`config.mk`:
```
export PLATFORM = sky130hd
export DESIGN_NAME = imem_boot_loader
export DESIGN_NICKNAME = d
export VERILOG_FILES = /design/src/rtl/imem_boot_pkg.sv /design/src/rtl/imem_boot_loader_word_assembler.sv /design/src/rtl/imem_boot_loader.sv
export SDC_FILE = /design/constraint.sdc
export NUM_CORES = 1
export LEC_CHECK = 0
export ABC_CLOCK_PERIOD_IN_PS = 5400
export CAP_MARGIN = 15
export CORE_ASPECT_RATIO = 1.1
export CORE_MARGIN = 2
export CORE_UTILIZATION = 45
export CTS_BUF_LIST = sky130_fd_sc_hd__clkbuf_8
export CTS_CLUSTER_DIAMETER = 50
export DETAILED_ROUTE_END_ITERATION = 8
export PLACE_DENSITY = 0.77
export SYNTH_ARGS = -nofsm -noshare
export SYNTH_HDL_FRONTEND = slang
export SYNTH_SLANG_ARGS = --single-unit
```
`constraint.sdc`:
```
create_clock -name clk -period 5.4 [get_ports clk]
set_input_delay 1.35 -clock clk [delete_from_list [all_inputs] [get_ports clk]]
set_output_delay 1.35 -clock clk [all_outputs]
set_load 0.01 [all_outputs]
```
`src/rtl/imem_boot_pkg.sv`:
```
// Shared types and constants for the instruction-memory boot loader.
package imem_boot_pkg;

   typedef enum logic [2:0] {
      HDR,
      DATA,
      CHK,
      RUN,
      ERROR
   } boot_state_e;

   localparam int         BYTES_PER_WORD = 4;
   localparam int         HDR_BYTES_DEF  = 2;
   localparam logic [7:0] CHK_INIT       = 8'h00;

endpackage

```
`src/rtl/imem_boot_loader_word_assembler.sv`:
```
// Little-endian byte-to-word shift-in; word_valid/word are presented in the
// same cycle the final byte of a word is offered, for the caller to register.
module word_assembler
   import imem_boot_pkg::*;
(
   input  logic        clk,
   input  logic        rst,
   input  logic        clr,
   input  logic        byte_valid,
   input  logic [7:0]  byte_in,
   output logic        word_valid,
   output logic [31:0] word
);

   logic [1:0]  idx_q;
   logic [23:0] sh_q;

   // First byte drifts down to bits [7:0] as later bytes enter at the top.
   assign word_valid = byte_valid && (idx_q == 2'(BYTES_PER_WORD - 1));
   assign word       = {byte_in, sh_q};

   always_ff @(posedge clk or posedge rst) begin
      if (rst) begin
         idx_q <= 2'd0;
         sh_q  <= 24'd0;
      end else if (clr) begin
         idx_q <= 2'd0;
         sh_q  <= 24'd0;
      end else if (byte_valid) begin
         idx_q <= idx_q + 2'd1;
         sh_q  <= {byte_in, sh_q[23:8]};
      end
   end

endmodule

```
`src/rtl/imem_boot_loader.sv`:
```
// Boot loader: header word count, payload words into imem, then core release.
// Optional trailing XOR checksum byte when IMEM_BOOT_CHECKSUM_EN is defined.
module imem_boot_loader
   import imem_boot_pkg::*;
#(
   parameter int i_addr_bits = 6,
   parameter int HDR_BYTES   = HDR_BYTES_DEF
) (
   input  logic                   clk,
   input  logic                   rst,
   input  logic                   start,
   input  logic                   rx_valid,
   input  logic [7:0]             rx_byte,
   output logic                   rx_ready,
   output logic                   imem_we,
   output logic [i_addr_bits-1:0] imem_addr,
   output logic [31:0]            imem_wdata,
   output logic                   core_rst_n,
   output logic                   busy,
   output logic                   done,
   output logic                   err
);

   localparam int NW  = 8 * HDR_BYTES;
   localparam int HCW = (HDR_BYTES > 1) ? $clog2(HDR_BYTES) : 1;
   localparam int WCW = i_addr_bits + 1;
   localparam longint unsigned MAX_WORDS = 64'(1) << i_addr_bits;

`ifdef IMEM_BOOT_CHECKSUM_EN
   localparam boot_state_e POST_LOAD = CHK;
`else
   localparam boot_state_e POST_LOAD = RUN;
`endif

   boot_state_e    state_q, state_nx;
   logic [NW-1:0]  n_q, n_nx;
   logic [HCW-1:0] hdr_cnt;
   logic [WCW-1:0] w_q;
   logic           acc, restart, last_hdr, load_nx;
   logic           word_valid;
   logic [31:0]    word;

   assign acc      = rx_valid && rx_ready;
   assign restart  = start && (state_q == RUN || state_q == ERROR);
   assign last_hdr = (hdr_cnt == HCW'(HDR_BYTES - 1));
   assign load_nx  = (state_nx == HDR) || (state_nx == DATA) || (state_nx == CHK);

`ifdef IMEM_BOOT_CHECKSUM_EN
   logic [7:0] chk_q;

   always_ff @(posedge clk or posedge rst) begin
      if (rst)
         chk_q <= CHK_INIT;
      else if (restart)
         chk_q <= CHK_INIT;
      else if (acc && state_q == DATA)
         chk_q <= chk_q ^ rx_byte;
   end
`endif

   word_assembler u_asm (
      .clk        (clk),
      .rst        (rst),
      .clr        (restart),
      .byte_valid (acc && state_q == DATA),
      .byte_in    (rx_byte),
      .word_valid (word_valid),
      .word       (word)
   );

   always_comb begin
      state_nx = state_q;
      n_nx     = n_q;
      for (int i = 0; i < HDR_BYTES; i++)
         if (hdr_cnt == HCW'(i)) n_nx[8*i +: 8] = rx_byte;
      case (state_q)
         HDR: begin
            if (acc && last_hdr) begin
               if (n_nx == '0)
                  state_nx = POST_LOAD;
               else if (64'(n_nx) > MAX_WORDS)
                  state_nx = ERROR;
               else
                  state_nx = DATA;
            end
         end
         DATA: begin
            if (word_valid && (64'(w_q) + 64'd1 == 64'(n_q)))
               state_nx = POST_LOAD;
         end
`ifdef IMEM_BOOT_CHECKSUM_EN
         CHK: begin
            if (acc)
               state_nx = (rx_byte == chk_q) ? RUN : ERROR;
         end
`endif
         RUN, ERROR: begin
            if (start)
               state_nx = HDR;
         end
         default: state_nx = HDR;
      endcase
   end

   always_ff @(posedge clk or posedge rst) begin
      if (rst) begin
         state_q    <= HDR;
         rx_ready   <= 1'b1;
         busy       <= 1'b1;
         done       <= 1'b0;
         err        <= 1'b0;
         core_rst_n <= 1'b0;
         imem_we    <= 1'b0;
         imem_addr  <= '0;
         imem_wdata <= '0;
         n_q        <= '0;
         hdr_cnt    <= '0;
         w_q        <= '0;
      end else begin
         state_q  <= state_nx;
         rx_ready <= load_nx;
         busy     <= load_nx;
         done     <= (state_nx == RUN);
         err      <= (state_nx == ERROR);
         // Release only once RUN is already held, so the final write lands first.
         core_rst_n <= (state_q == RUN) && (state_nx == RUN);
         imem_we    <= word_valid;
         if (word_valid) begin
            imem_wdata <= word;
            imem_addr  <= w_q[i_addr_bits-1:0];
            w_q        <= w_q + WCW'(1);
         end
         if (acc && state_q == HDR) begin
            n_q     <= n_nx;
            hdr_cnt <= last_hdr ? '0 : hdr_cnt + HCW'(1);
         end
         if (restart) begin
            n_q     <= '0;
            hdr_cnt <= '0;
            w_q     <= '0;
         end
      end
   end

endmodule

```
==> impl_metrics.ini <==
[clock_tree]
cts_tree = yes
htreeDepth = 3
clk_pin_slew_worst_paths_ns = 0.10
clkSinkCount = 96
clockBufferDepth = 2
clock_latency_ns = 0.38
cts_hold_buffers = 0
clockRootBuffer = clkbuf_8
cts_setup_buffers = 0
post_cts_resize_count = 0
cts-buffers-inserted = 9

[layout]
final_common_cell = nand2_1
final_nets = 452
syn2layout_area_growth_pct = 19.2
layout_common_cells = nand2_1, dfrtp_1, clkdlybuf4s50_1, a21oi_1, nor2_1
seq_area_um2 = 2400
design_area_um2 = 4960
drive_above_1_share_pct = 12.0
insertedDiodeCount = 0
multiInputGateArea_um2 = 1630
num-fill-cells = 790

[floorplan]
die_h_um = 105
fp.coreArea_um2 = 8920
start_util_pct = 46.6
ios = 56
std_cell_rows = 36
dieArea_um2 = 10000
die_w_um = 95.7

[global_route]
grt_antenna_before_repair = 0
grt.total_usage_pct = 18.1
grt_max_degree = 71
grt_pass1_wl_mm = 14.2
overflow = 0
grt_pass1_vias = 2861

[yosys]
synthMuxAreaShare_pct = 10.3
syn_inst = 391
yosysSeqAreaShare_pct = 57.8
synth_nets = 405
yosys.area_share.simple_pct = 17.6
yosysWarningCount = 0
synthXorXnorAreaFrac_pct = 2.53
syn-cell-area_um2 = 4160
synth_ff_type = dfrtp_1
ys_seq_elements = 96
ys_async_sr_fraction_pct = 100
syn_area_per_cell_um2 = 10.6
synth_compound_area_share_pct = 7.76
synth_top_family_by_area = simple AND/OR/NAND/NOR gates
yosys.area_share.adder_pct = 0.602
synth_edf_count = 0
yosysUniqueCellTypes = 49

[power]
peakVddDrop_mv = 0.215
power_per_cell_area_nw_per_um2 = 531
leakagePower_nw = 2.24

[timing]
finalCritPeriodShare_pct = 58.7
skew_ns = 0.0153
final.setup.tns_ns = 0
final-hold-violation-count = 0
holdWs_ns = 0.491
period_needed_ns = 3.17
setup_violations = 0
grt_setup_unrepaired = false
relSlewSlack_pct = 35.9
worst_pin_slew_ns = 0.961
max_freq_mhz = 315
maxSlewViolCount = 0

[route]
wl_mm = 8.42
vias = 2909
first_pass_iters = 4
antenna_left = 0
drtIter0Drc = 223
viasPerCell = 5.22
route.detailed.wl_per_inst_um = 15.1
drc = 0

[critical_path]
worstPathArrival_ns = 3.42
critPathMaxFanout = 44
cp-end-kind = register
worstSetupPathType = in -> reg
critPathRequiredTime_ns = 5.65
start_kind = input pin

[place]
dpl_cell_area_um2 = 4760
hpwl_mm = 5.56
gp_congestion = 0.793
port_buffers = 55

[flow_run]
drv_cap = 0

[status]
status = finished clean

[worst_hold_path]
hold_path.class = reg -> reg
==> flip-flops by register name (all words and copies together), names as in the netlist <==
| name | flops |
|---|---|
| w_q | 7 |
| u_asm.sh_q | 24 |
| state_q | 3 |
| hdr_cnt | 1 |
| u_asm.idx_q | 2 |
| n_q | 16 |
| imem_wdata | 32 |
| imem_addr | 6 |
| imem_we | 1 |
| busy | 1 |
| core_rst_n | 1 |
| done | 1 |
| err | 1 |
==> logic make-up (layout without fill, tap and decap cells) <==
| kind of cell | Yosys count | in the layout |
|---|---|---|
| AOI/OAI and AO/OA | 54 | 54 |
| xor gates and xnor gates | 12 | 12 |
| adders and majority gates | 2 | 2 |
| buffers and inverters | 26 | 78 |
| DFF | 96 | 96 |
| muxes | 40 | 40 |
| and+or+nand+nor | 161 | 161 |
==> worst max-delay path, stage by stage <==
cell and delay (ns):
clkdlybuf4s50_1 0.48, and3_1 0.16, nand2_1 0.05, buf_4 0.24
inv_2 0.64, nor2_1 0.17, o21ai_0 0.20, o21ai_0 0.11
==> where the power goes <==
group          switching, mW  total, mW  internal (mW)
registers              0.218       1.23           1.01
logic                  0.444      0.943          0.498
clock network          0.275      0.466          0.192
total                  0.937       2.63           1.70
==> cell usage after synthesis, drive strengths merged, types with 3 or more instances <==
| master | number | area share [%] |
|---|---|---|
| nand2 | 105 | 9.5 |
| and2 | 4 | 0.60 |
| a21oi | 28 | 3.4 |
| buf | 16 | 2.5 |
| and3 | 3 | 0.48 |
| xor2 | 6 | 1.3 |
| o21ai | 12 | 1.4 |
| dfrtp | 95 | 57 |
| mux2 | 24 | 6.5 |
| nor4 | 6 | 1.3 |
| nor2 | 23 | 2.1 |
| inv | 4 | 0.36 |
| mux2i | 16 | 3.8 |
| clkbuf | 6 | 0.54 |
| nand3 | 6 | 0.84 |
| xnor2 | 6 | 1.3 |
==> final cells by class <==
class / instances / area share (%)
clock inverters: 6 / 1.16
clock buffers: 10 / 2.78
well taps: 114 / 2.88
inverters: 4 / 0.353
repair buffers: 58 / 11.6
flip-flops and latches: 96 / 48.5
multi-input cells: 269 / 32.8
==> metrics by stage <==
stage,power [mW],cells,setup WS (ns),utilization (%)
after floorplan,1.80,391,1.55,-
after global placement,2.14,541,1.92,53.4
after detailed placement,2.19,541,1.81,53.4
after CTS,2.66,557,2.21,55.6
after global routing,2.82,557,2.08,55.6
final,2.63,557,2.23,55.6
==> layer usage <==
layer | part of all wire (%) | wire length [µm] | GRT usage (%)
met1 | 47 | 3990 | 26.4
met2 | 47 | 3950 | 26.7
met3 | 3.8 | 316 | 4.11
met4 | 1.9 | 162 | 6.12
met5 | 0 | 0 | 0
==> worst paths after layout <==
path                       slack (ns)  depth (start not counted)    startpoint        endpoint
min reg2reg                      0.49                          2  imem_addr[4]    imem_addr[4]
min                              0.49                          2  imem_addr[4]    imem_addr[4]
min in group asynchronous        1.48                          2           rst          w_q[6]
max reg2reg                      2.99                          7    state_q[2]          w_q[2]
max in group asynchronous        3.02                          3           rst  u_asm.sh_q[14]
max                              2.23                          8      rx_valid          w_q[2]
No activity file was read; power rests on OpenSTA's default activity.
